**config.mk**
```make
export PLATFORM = sky130hd
export DESIGN_NAME = stroke_sequencer
export DESIGN_NICKNAME = d
export VERILOG_FILES = /design/src/rtl/stroke_pkg.sv /design/src/rtl/seg_fifo.sv /design/src/rtl/stroke_sequencer.sv
export SDC_FILE = /design/constraint.sdc
export NUM_CORES = 1
export LEC_CHECK = 0
export CORE_UTILIZATION = 45
export DETAILED_ROUTE_END_ITERATION = 6
export GPL_ROUTABILITY_DRIVEN = 1
export HOLD_SLACK_MARGIN = 0.02
export PLACE_DENSITY = 0.59
export RECOVER_POWER = 50
export SYNTH_ARGS = -nofsm -noshare
export SYNTH_HDL_FRONTEND = slang
export SYNTH_SLANG_ARGS = --single-unit
```
**constraint.sdc**
```tcl
create_clock -name clk -period 7.51 [get_ports clk]
set_clock_uncertainty 0.15 [all_clocks]
set_input_delay 0.751 -clock clk [delete_from_list [all_inputs] [get_ports clk]]
set_output_delay 0.751 -clock clk [all_outputs]
set_load 0.005 [all_outputs]
```
**src/rtl/stroke_pkg.sv**
```systemverilog
// Shared types and defaults for the stroke sequencer.
// Segment layout, default coordinate limits and the issue FSM states.
package stroke_pkg;

  localparam int XMAX_DEF = 639;
  localparam int YMAX_DEF = 479;

  // One queued line segment (x0,y0)->(x1,y1), 38 bits.
  typedef struct packed {
    logic [9:0] x0;
    logic [8:0] y0;
    logic [9:0] x1;
    logic [8:0] y1;
  } segment_t;

  typedef enum logic [1:0] {
    S_IDLE,
    S_START,
    S_WAIT
  } state_t;

endpackage

```
**src/rtl/seg_fifo.sv**
```systemverilog
// Synchronous segment FIFO. The head entry is presented combinationally and
// is valid whenever the FIFO is non-empty. The caller only pushes when there
// is room (or when a pop in the same cycle frees a slot).
module seg_fifo
  import stroke_pkg::*;
#(
  parameter int DEPTH = 8
) (
  input  logic                   clk,
  input  logic                   resetn,
  input  logic                   push,
  input  logic                   pop,
  input  segment_t               wr_data,
  output segment_t               rd_data,
  output logic                   full,
  output logic                   empty,
  output logic [$clog2(DEPTH):0] count
);

  localparam int AW = $clog2(DEPTH);

  segment_t        mem_reg [DEPTH];
  logic [AW-1:0]   wr_ptr_reg;
  logic [AW-1:0]   rd_ptr_reg;
  logic [AW:0]     count_reg;
  logic [AW:0]     count_next;

  // Storage write; contents need no reset because the pointers define validity.
  always_ff @(posedge clk) begin
    if (push) mem_reg[wr_ptr_reg] <= wr_data;
  end

  // Occupancy follows push/pop on the same edge.
  always_comb begin
    count_next = count_reg;
    case ({push, pop})
      2'b10:   count_next = count_reg + 1'b1;
      2'b01:   count_next = count_reg - 1'b1;
      default: count_next = count_reg;
    endcase
  end

  // Pointer and count registers; pointers wrap naturally since DEPTH is 2^n.
  always_ff @(posedge clk) begin
    if (!resetn) begin
      wr_ptr_reg <= '0;
      rd_ptr_reg <= '0;
      count_reg  <= '0;
    end else begin
      if (push) wr_ptr_reg <= wr_ptr_reg + 1'b1;
      if (pop)  rd_ptr_reg <= rd_ptr_reg + 1'b1;
      count_reg <= count_next;
    end
  end

  assign rd_data = mem_reg[rd_ptr_reg];
  assign full    = (count_reg == (AW+1)'(DEPTH));
  assign empty   = (count_reg == '0);
  assign count   = count_reg;

endmodule

```
**src/rtl/stroke_sequencer.sv**
```systemverilog
// Stroke sequencer: turns mouse samples + pen state into queued line
// segments and hands them one at a time to the line drawer via ld_start /
// ld_done. Optional macro STROKE_DEDUP_EN suppresses zero-length segments
// produced by a repeated pen-down position.
module stroke_sequencer
  import stroke_pkg::*;
#(
  parameter int DEPTH = 8,
  parameter int XMAX  = XMAX_DEF,
  parameter int YMAX  = YMAX_DEF
) (
  input  logic                   clk,
  input  logic                   resetn,
  input  logic                   sample_valid,
  input  logic [9:0]             sample_x,
  input  logic [8:0]             sample_y,
  input  logic                   pen_down,
  input  logic                   clear_ovf,
  output logic                   ld_start,
  output logic [9:0]             ld_x0,
  output logic [8:0]             ld_y0,
  output logic [9:0]             ld_x1,
  output logic [8:0]             ld_y1,
  input  logic                   ld_done,
  output logic                   busy,
  output logic                   overflow,
  output logic [$clog2(DEPTH):0] fifo_count
);

  logic [9:0] cx;
  logic [8:0] cy;
  logic [9:0] last_x_reg;
  logic [8:0] last_y_reg;
  logic       have_last_reg;
  logic       overflow_reg;
  logic       push_try;
  logic       push_ok;
  logic       drop;
  logic       fifo_pop;
  logic       fifo_full;
  logic       fifo_empty;
  segment_t   new_seg;
  segment_t   head_seg;
  segment_t   ld_seg_reg;
  logic       ld_start_reg;
  logic       latch_en;
  state_t     state_reg;
  state_t     state_next;

  // Clamp first so every comparison and stored value is in range.
  assign cx = (sample_x > 10'(XMAX)) ? 10'(XMAX) : sample_x;
  assign cy = (sample_y > 9'(YMAX))  ? 9'(YMAX)  : sample_y;

`ifdef STROKE_DEDUP_EN
  assign push_try = sample_valid && pen_down &&
                    !(have_last_reg && (cx == last_x_reg) && (cy == last_y_reg));
`else
  assign push_try = sample_valid && pen_down;
`endif

  // A pop in the same cycle frees a slot, so a push into a full FIFO is still accepted.
  assign fifo_pop = (state_reg == S_WAIT) && ld_done;
  assign push_ok  = push_try && (!fifo_full || fifo_pop);
  assign drop     = push_try && !push_ok;

  // First point of a stroke is a dot; later points continue from the last accepted endpoint.
  always_comb begin
    new_seg.x0 = have_last_reg ? last_x_reg : cx;
    new_seg.y0 = have_last_reg ? last_y_reg : cy;
    new_seg.x1 = cx;
    new_seg.y1 = cy;
  end

  seg_fifo #(.DEPTH(DEPTH)) u_fifo (
    .clk     (clk),
    .resetn  (resetn),
    .push    (push_ok),
    .pop     (fifo_pop),
    .wr_data (new_seg),
    .rd_data (head_seg),
    .full    (fifo_full),
    .empty   (fifo_empty),
    .count   (fifo_count)
  );

  // Stroke tracking and sticky overflow; a dropped segment leaves last untouched.
  always_ff @(posedge clk) begin
    if (!resetn) begin
      last_x_reg    <= '0;
      last_y_reg    <= '0;
      have_last_reg <= 1'b0;
      overflow_reg  <= 1'b0;
    end else begin
      if (sample_valid && !pen_down) begin
        have_last_reg <= 1'b0;
      end else if (push_ok) begin
        have_last_reg <= 1'b1;
        last_x_reg    <= cx;
        last_y_reg    <= cy;
      end
      if (drop)           overflow_reg <= 1'b1;
      else if (clear_ovf) overflow_reg <= 1'b0;
    end
  end

  // Issue FSM next-state: latch head, pulse start, wait for done.
  always_comb begin
    state_next = state_reg;
    latch_en   = 1'b0;
    case (state_reg)
      S_IDLE: begin
        if (!fifo_empty) begin
          latch_en   = 1'b1;
          state_next = S_START;
        end
      end
      S_START: state_next = S_WAIT;
      S_WAIT:  if (ld_done) state_next = S_IDLE;
      default: state_next = S_IDLE;
    endcase
  end

  // FSM state, endpoint hold registers and the registered start pulse.
  always_ff @(posedge clk) begin
    if (!resetn) begin
      state_reg    <= S_IDLE;
      ld_seg_reg   <= '0;
      ld_start_reg <= 1'b0;
    end else begin
      state_reg    <= state_next;
      ld_start_reg <= (state_reg == S_START);
      if (latch_en) ld_seg_reg <= head_seg;
    end
  end

  assign ld_start = ld_start_reg;
  assign ld_x0    = ld_seg_reg.x0;
  assign ld_y0    = ld_seg_reg.y0;
  assign ld_x1    = ld_seg_reg.x1;
  assign ld_y1    = ld_seg_reg.y1;
  assign overflow = overflow_reg;
  assign busy     = !fifo_empty || (state_reg != S_IDLE);

endmodule
```
Yosys cells after proc, flatten, opt, wreduce, memory -nomap -nowiden

Memories as Yosys holds them, arrays and structs flattened. A register that Yosys moved wholly into a read port is not among the register bits.
Index checks and enable logic that the tools add are counted.

$add $sub $neg: 4
Multiplexer cells: 14
Reductions and logical operators: 20
Equality and inequality tests: 7
Bitwise gates (word level): 2
$lt $le $gt $ge: 2

Operator list:

| kind                                                                  | number |
|---|---|
| 10-bit two-way mux                                                    | 2 |
| 9-bit two-way mux                                                     | 2 |
| 10-bit > comparator, second input constant                            | 1 |
| 9-bit > comparator, second input constant                             | 1 |
| 4-bit one-hot mux with 2 select lines                                 | 1 |
| 3-bit by 1-bit adder with 3-bit output, second input constant         | 2 |
| 1-bit two-way mux                                                     | 6 |
| 2-bit one-hot mux with 3 select lines                                 | 1 |
| 2-bit nonzero test                                                    | 3 |
| 1-bit logical AND                                                     | 5 |
| 1-bit zero test                                                       | 5 |
| 4-bit by 1-bit adder with 4-bit output, second input constant         | 1 |
| 2-bit by 1-bit equality test with 1-bit output, second input constant | 2 |
| 2-bit equality test, second input constant                            | 2 |
| 4-bit equality test, second input constant                            | 1 |
| 4-bit zero test                                                       | 1 |
| 2-bit two-way mux                                                     | 2 |
| 2-bit != test, second input constant                                  | 2 |
| 2-bit AND reduction                                                   | 2 |
| 4-bit by 1-bit subtractor with 4-bit output, second input constant    | 1 |
| 2-bit zero test                                                       | 1 |
| 1-bit logical OR                                                      | 2 |
| 1-bit inverter                                                        | 2 |
| 2-bit OR reduction                                                    | 1 |

Word-level logic and storage cells: 59
Memory bits (writable): 304
Memories kept: 1
Output and inout bits: 45
Bits of input ports: 25
Register bits: 34

Memories:

| memory         | words | bits a word | rd ports | clocked after Yosys merged registers in | wr ports | RTL line       | text |
|---|---|---|---|---|---|---|---|
| u_fifo.mem_reg | 8     | 38          | 1        | 1                                       | 1        | seg_fifo.sv:22 | `segment_t mem_reg [DEPTH];` |

Depth between registers and ports, before layout

Depth after elaboration: 7
Mapped depth: 12
Depth with buffers taken out: 10

By module

From an unflattened synthesis, not the netlist that was laid out.

Cells, all modules: 827
Area total of the unflattened synthesis: 14829.2 um^2

Modules (own cells, without submodules):

| module           | sequential area each (um^2) | instances | area an instance (um^2) | cells each |
|---|---|---|---|---|
| seg_fifo         | 9389.0                      | 1         | 12050.3                 | 510 |
| stroke_sequencer | 1241.2                      | 1         | 2778.9                  | 317 |

Worst setup path after synthesis

No wires, ideal clock.

Path kind: input to register
Start: input ld_done
End: memory u_fifo.mem_reg[2][0] (netlist name) (enable)
Stages: 6
Buffers on the path: 2
Setup slack: 1.326 ns
Library setup time: 0.542 ns
Data arrival time: 5.493 ns
Required time: 6.818 ns
Cell sequence: and3b_1 > buf_2 > o21ba_4 > clkinv_4 > buf_8 > nor4b_1

Longest elaborated chain between the ends: 5

Ends and longest elaborated chain:

| what                                    | RTL line               | text |
|---|---|---|
| start: declaration                      | stroke_sequencer.sv:24 | `input logic ld_done,` |
| 1-bit logical AND                       | stroke_sequencer.sv:62 | `assign fifo_pop = (state_reg == S_WAIT) && ld_done;` |
| net fifo_pop                            | stroke_sequencer.sv:39 | `logic fifo_pop;` |
| 1-bit logical OR                        | stroke_sequencer.sv:63 | `assign push_ok = push_try && (!fifo_full \|\| fifo_pop);` |
| 1-bit logical AND                       | stroke_sequencer.sv:63 |  |
| 1-bit two-way mux                       | seg_fifo.sv:30         | `if (push) mem_reg[wr_ptr_reg] <= wr_data;` |
| 1-bit two-way mux (not written as such) | seg_fifo.sv:30         |  |
| end: declaration                        | seg_fifo.sv:22         |  |

The timed path passes the listed nets, and every way through them passes these cells.

Worst setup path in the final report

Start: input ld_done
End: register u_fifo.count_reg[2], in the netlist u_fifo.count[2]

Longest elaborated chain between the ends: 5
Elaborated cells on any way between the ends: 7
Classes of those cells: 2 x eq/ne; 1 x mux; 4 x reduce/logical

Ends and longest elaborated chain:

| what                                                                                  | RTL line               | text |
|---|---|---|
| 1-bit logical AND *                                                                   | stroke_sequencer.sv:62 |  |
| 1-bit logical OR                                                                      | stroke_sequencer.sv:63 |  |
| 1-bit logical AND                                                                     | stroke_sequencer.sv:63 |  |
| 2-bit by 1-bit equality test with 1-bit output or 2-bit equality test (tied branches) | seg_fifo.sv:36         | `case ({push, pop})` |
| 4-bit one-hot mux with 2 select lines or 2-bit nonzero test (tied branches)           | --                     |  |
| end signal: assignment                                                                | seg_fifo.sv:52         | `count_reg <= count_next;` |
| end: declaration                                                                      | seg_fifo.sv:25         | `logic [AW:0] count_reg;` |

Mark *: on every way between the ends. The rest lies on a longest branch, timed or not.
A chain may end at the register's enable or synchronous reset.

==> run summary <==
Lkg Pwr: 5.46 nW
Clk buf depth: 3
Reg-to-Reg Start: state_reg[1]
First-pass GRT wire length: 46300 um
Maximum vdd ir drop: 179 uV
Largest cells by area after synthesis: edfxtp_1, mux4_2, dfxtp_1, nor2_1, o22ai_1
DRC Markers: 0
Cell area after placement: 15500 um^2
Rows: 64
Synth Net Count: 816
Hold Path Sink: last_x_reg[7]
FF-to-FF setup slack: 4.30 ns
Seq/Total Area, Yosys: 73.8%
Mapped Area: 14300 um^2
Synth Flop Type: edfxtp_1
Outcome: finished with violations
Post-synth EDFFs: 304
Buffers plus inverters on the worst setup path: 2
Yosys Warn Count: 0
Clock root buffer: clkbuf_16
Vias per cell: 5.60
Grt total ovfl: 0
Power Density: 274 nW/um^2
CTS Buf Count: 39
Post-synth top area share: 63.7%
Unique masters post-synth: 48
Fin crit share: 46.7%
Startpoint types: input pin
TNS Setup: 0 ns
DP Wirelength: 17500 um
N_diodes: 0
Total power: 4.56 mW
Min Tclk post-route: 3.51 ns
RSZ-0062 raised after global routing: false
Fin nets: 897
Largest net degree at the start of global routing: 74
Cts hold-fix bufs: 0
Largest register FFs: 304
Crit-path max FO: 28
Count leader, synth: edfxtp_1
Hold Path Class: reg -> reg
Placement Setup Slack: 3.43 ns
WP data arrival: 3.79 ns
R2r endpoint: u_fifo.count[2]
Max Clock Freq: 285 MHz
Vias in the first global route: 7717
Clock tree from TritonCTS: yes
Critical path endpoint category: flip-flop
1st-iter DRT viols: 451
Delay-heaviest family, CP: buffers and inverters
Post-synth top cells: edfxtp_1, mux4_2, dfxtp_1
1st-pass router iterations: 5
Final core occ: 53.7%
Proportion of layout cells with a drive suffix above 1: 19.2%
Max incr delay on CP: 0.48 ns
Max Cap Viol: 1
Worst slew pin tran: 2.98 ns
HP Start: last_x_reg[7]
Yosys top cell by area: edfxtp_1
Critical path class: in -> reg
Flops & latches, synth: 376
Failing checks: max-capacitance violations, max-slew violations
Final Setup Violations: 0
Slew Limit Fails: 74
Avg WL per Cell: 23.2 um
Post-synthesis average cell area: 18.2 um^2
WHS Path Cells: 2
Clk Latency, worst-skew pair: 0.52 ns
I/O pin count: 70
Max transition margin: -98.9%
Worst endpoint required time: 7.79 ns
Initial antenna violation count: 0
Tot GR Track Use: 19.0%
Cts repair resizes: 0
Clock-pin slew on the worst setup and hold paths: 0.06 ns
Via count: 7251
Port Buffers: 69
H-Tree Depth: 2
Final wirelength: 30000 um
Die W: 180 um
Slowest stage cell, crit path: clkdlybuf4s50_1
Die Span Y: 180 um
Die area: 32600 um^2
Core area: 31000 um^2
Final Cell Area: 16600 um^2
Area added between synthesis and finish: 16.2%
Cells after Synth: 786
Starting density of the core: 46.2%
CP Cell Sequence: clkdlybuf4s50_1 -> and3b_1 -> o21ba_4 -> clkinv_4 -> ha_1 -> xor2_1 -> ha_1 -> a21oi_1 -> xor2_1 -> or3_1 -> a21boi_0
CTS Sinks: 376
Async SR Flop Fraction: 0%
Endpoints failing hold: 0
Post-route ant nets: 0
Setup ws final: 4.00 ns
Reg2reg path depth: 10
Routability cong.: 0.747
Post-CTS Setup Bufs: 0
[power by group]
part / internal, mW / switching (mW)
clock network: 1.10 / 0.756
registers: 2.33 / 0.0356
logic: 0.148 / 0.185
[how the worst max path moves through the flow]
stage / startpoint / to / slack, ns / cells after the start
floorplan: ld_done / u_fifo.mem_reg[2][0] / 1.33 / 6
global placement: ld_done / u_fifo.mem_reg[6][26] / 3.47 / 6
CTS: ld_done / u_fifo.mem_reg[6][21] / 3.96 / 6
global route: resetn / ld_x1[5] / 3.59 / 4
finish: ld_done / u_fifo.count[2] / 4.00 / 11
detailed placement: ld_done / u_fifo.mem_reg[6][32] / 3.43 / 6
[worst reg2reg max path, delay by kind of cell, from the launching register on]
family                     cells  cell delay [ns]
buffers and inverters          1             0.30
DFF                            1             0.40
AOI/OAI and AO/OA              3             0.76
and+or+nand+nor                2             0.70
xor gates and xnor gates       2             0.27
adders and majority gates      2             0.56
[layout by cell type, fill, tap and decap left out, types with 2 or more instances in the layout]
cell type / instances
nand2b_1: 13
o21a_1: 2
clkbuf_1: 13
dlygate4sd3_1: 48
a21oi_1: 2
clkdlybuf4s50_1: 20
o22ai_1: 38
buf_4: 20
mux2i_1: 3
bufinv_16: 2
xnor2_1: 3
ha_1: 5
inv_6: 2
dfxtp_4: 2
inv_1: 3
and2_0: 3
edfxtp_1: 304
nor2b_1: 6
nand2_1: 22
nor3_2: 3
clkbuf_8: 5
nor3b_2: 2
clkinv_1: 5
clkinv_2: 7
xor2_1: 3
o21ai_0: 44
a21boi_0: 10
clkbuf_16: 40
nor4b_2: 2
nor3b_1: 14
nor2_1: 63
dfxtp_1: 70
mux2_2: 3
mux4_2: 76
mux2_1: 16
and2_1: 3
[per-layer routing]
metal	vias up	part of all wire, %	wire length (um)	track usage [%]
li1	3271	-	-	-
met1	3770	45	13400	26.0
met2	172	49	14800	32.0
met3	38	4.3	1290	2.89
met4	0	1.6	488	4.58
met5	-	0	0	0
[layout make-up]
cell class | count | area (um^2)
fillers | 2433 | 14300
repair buffers | 91 | 843
clock buffers | 56 | 1110
inverters | 5 | 23.8
clock inverters | 16 | 144
well taps | 396 | 495
flip-flops and latches | 376 | 10600
multi-input cells | 354 | 3450
[through the flow]
stage                     hold WS, ns  std cells
after floorplan                 0.290        786
after global placement          0.302       1222
after detailed placement        0.308       1222
after CTS                       0.316       1294
after global routing            0.352       1294
final                           0.322       1294
[cells by family (layout without fill, tap and decap cells)]
family                   Yosys count  count (layout)  share of synthesized area (%)
AO/OA/AOI/OAI                    100             100                           4.24
XOR/XNOR                           6               6                          0.367
adder cells (fa/ha/maj)            5               5                          0.437
buffers and inverters             56             168                           2.03
flip-flops                       376             376                           73.8
multiplexers                      98              98                           13.6
AND/OR/NAND/NOR                  145             145                           5.52
No activity file was read; power rests on OpenSTA's default activity.
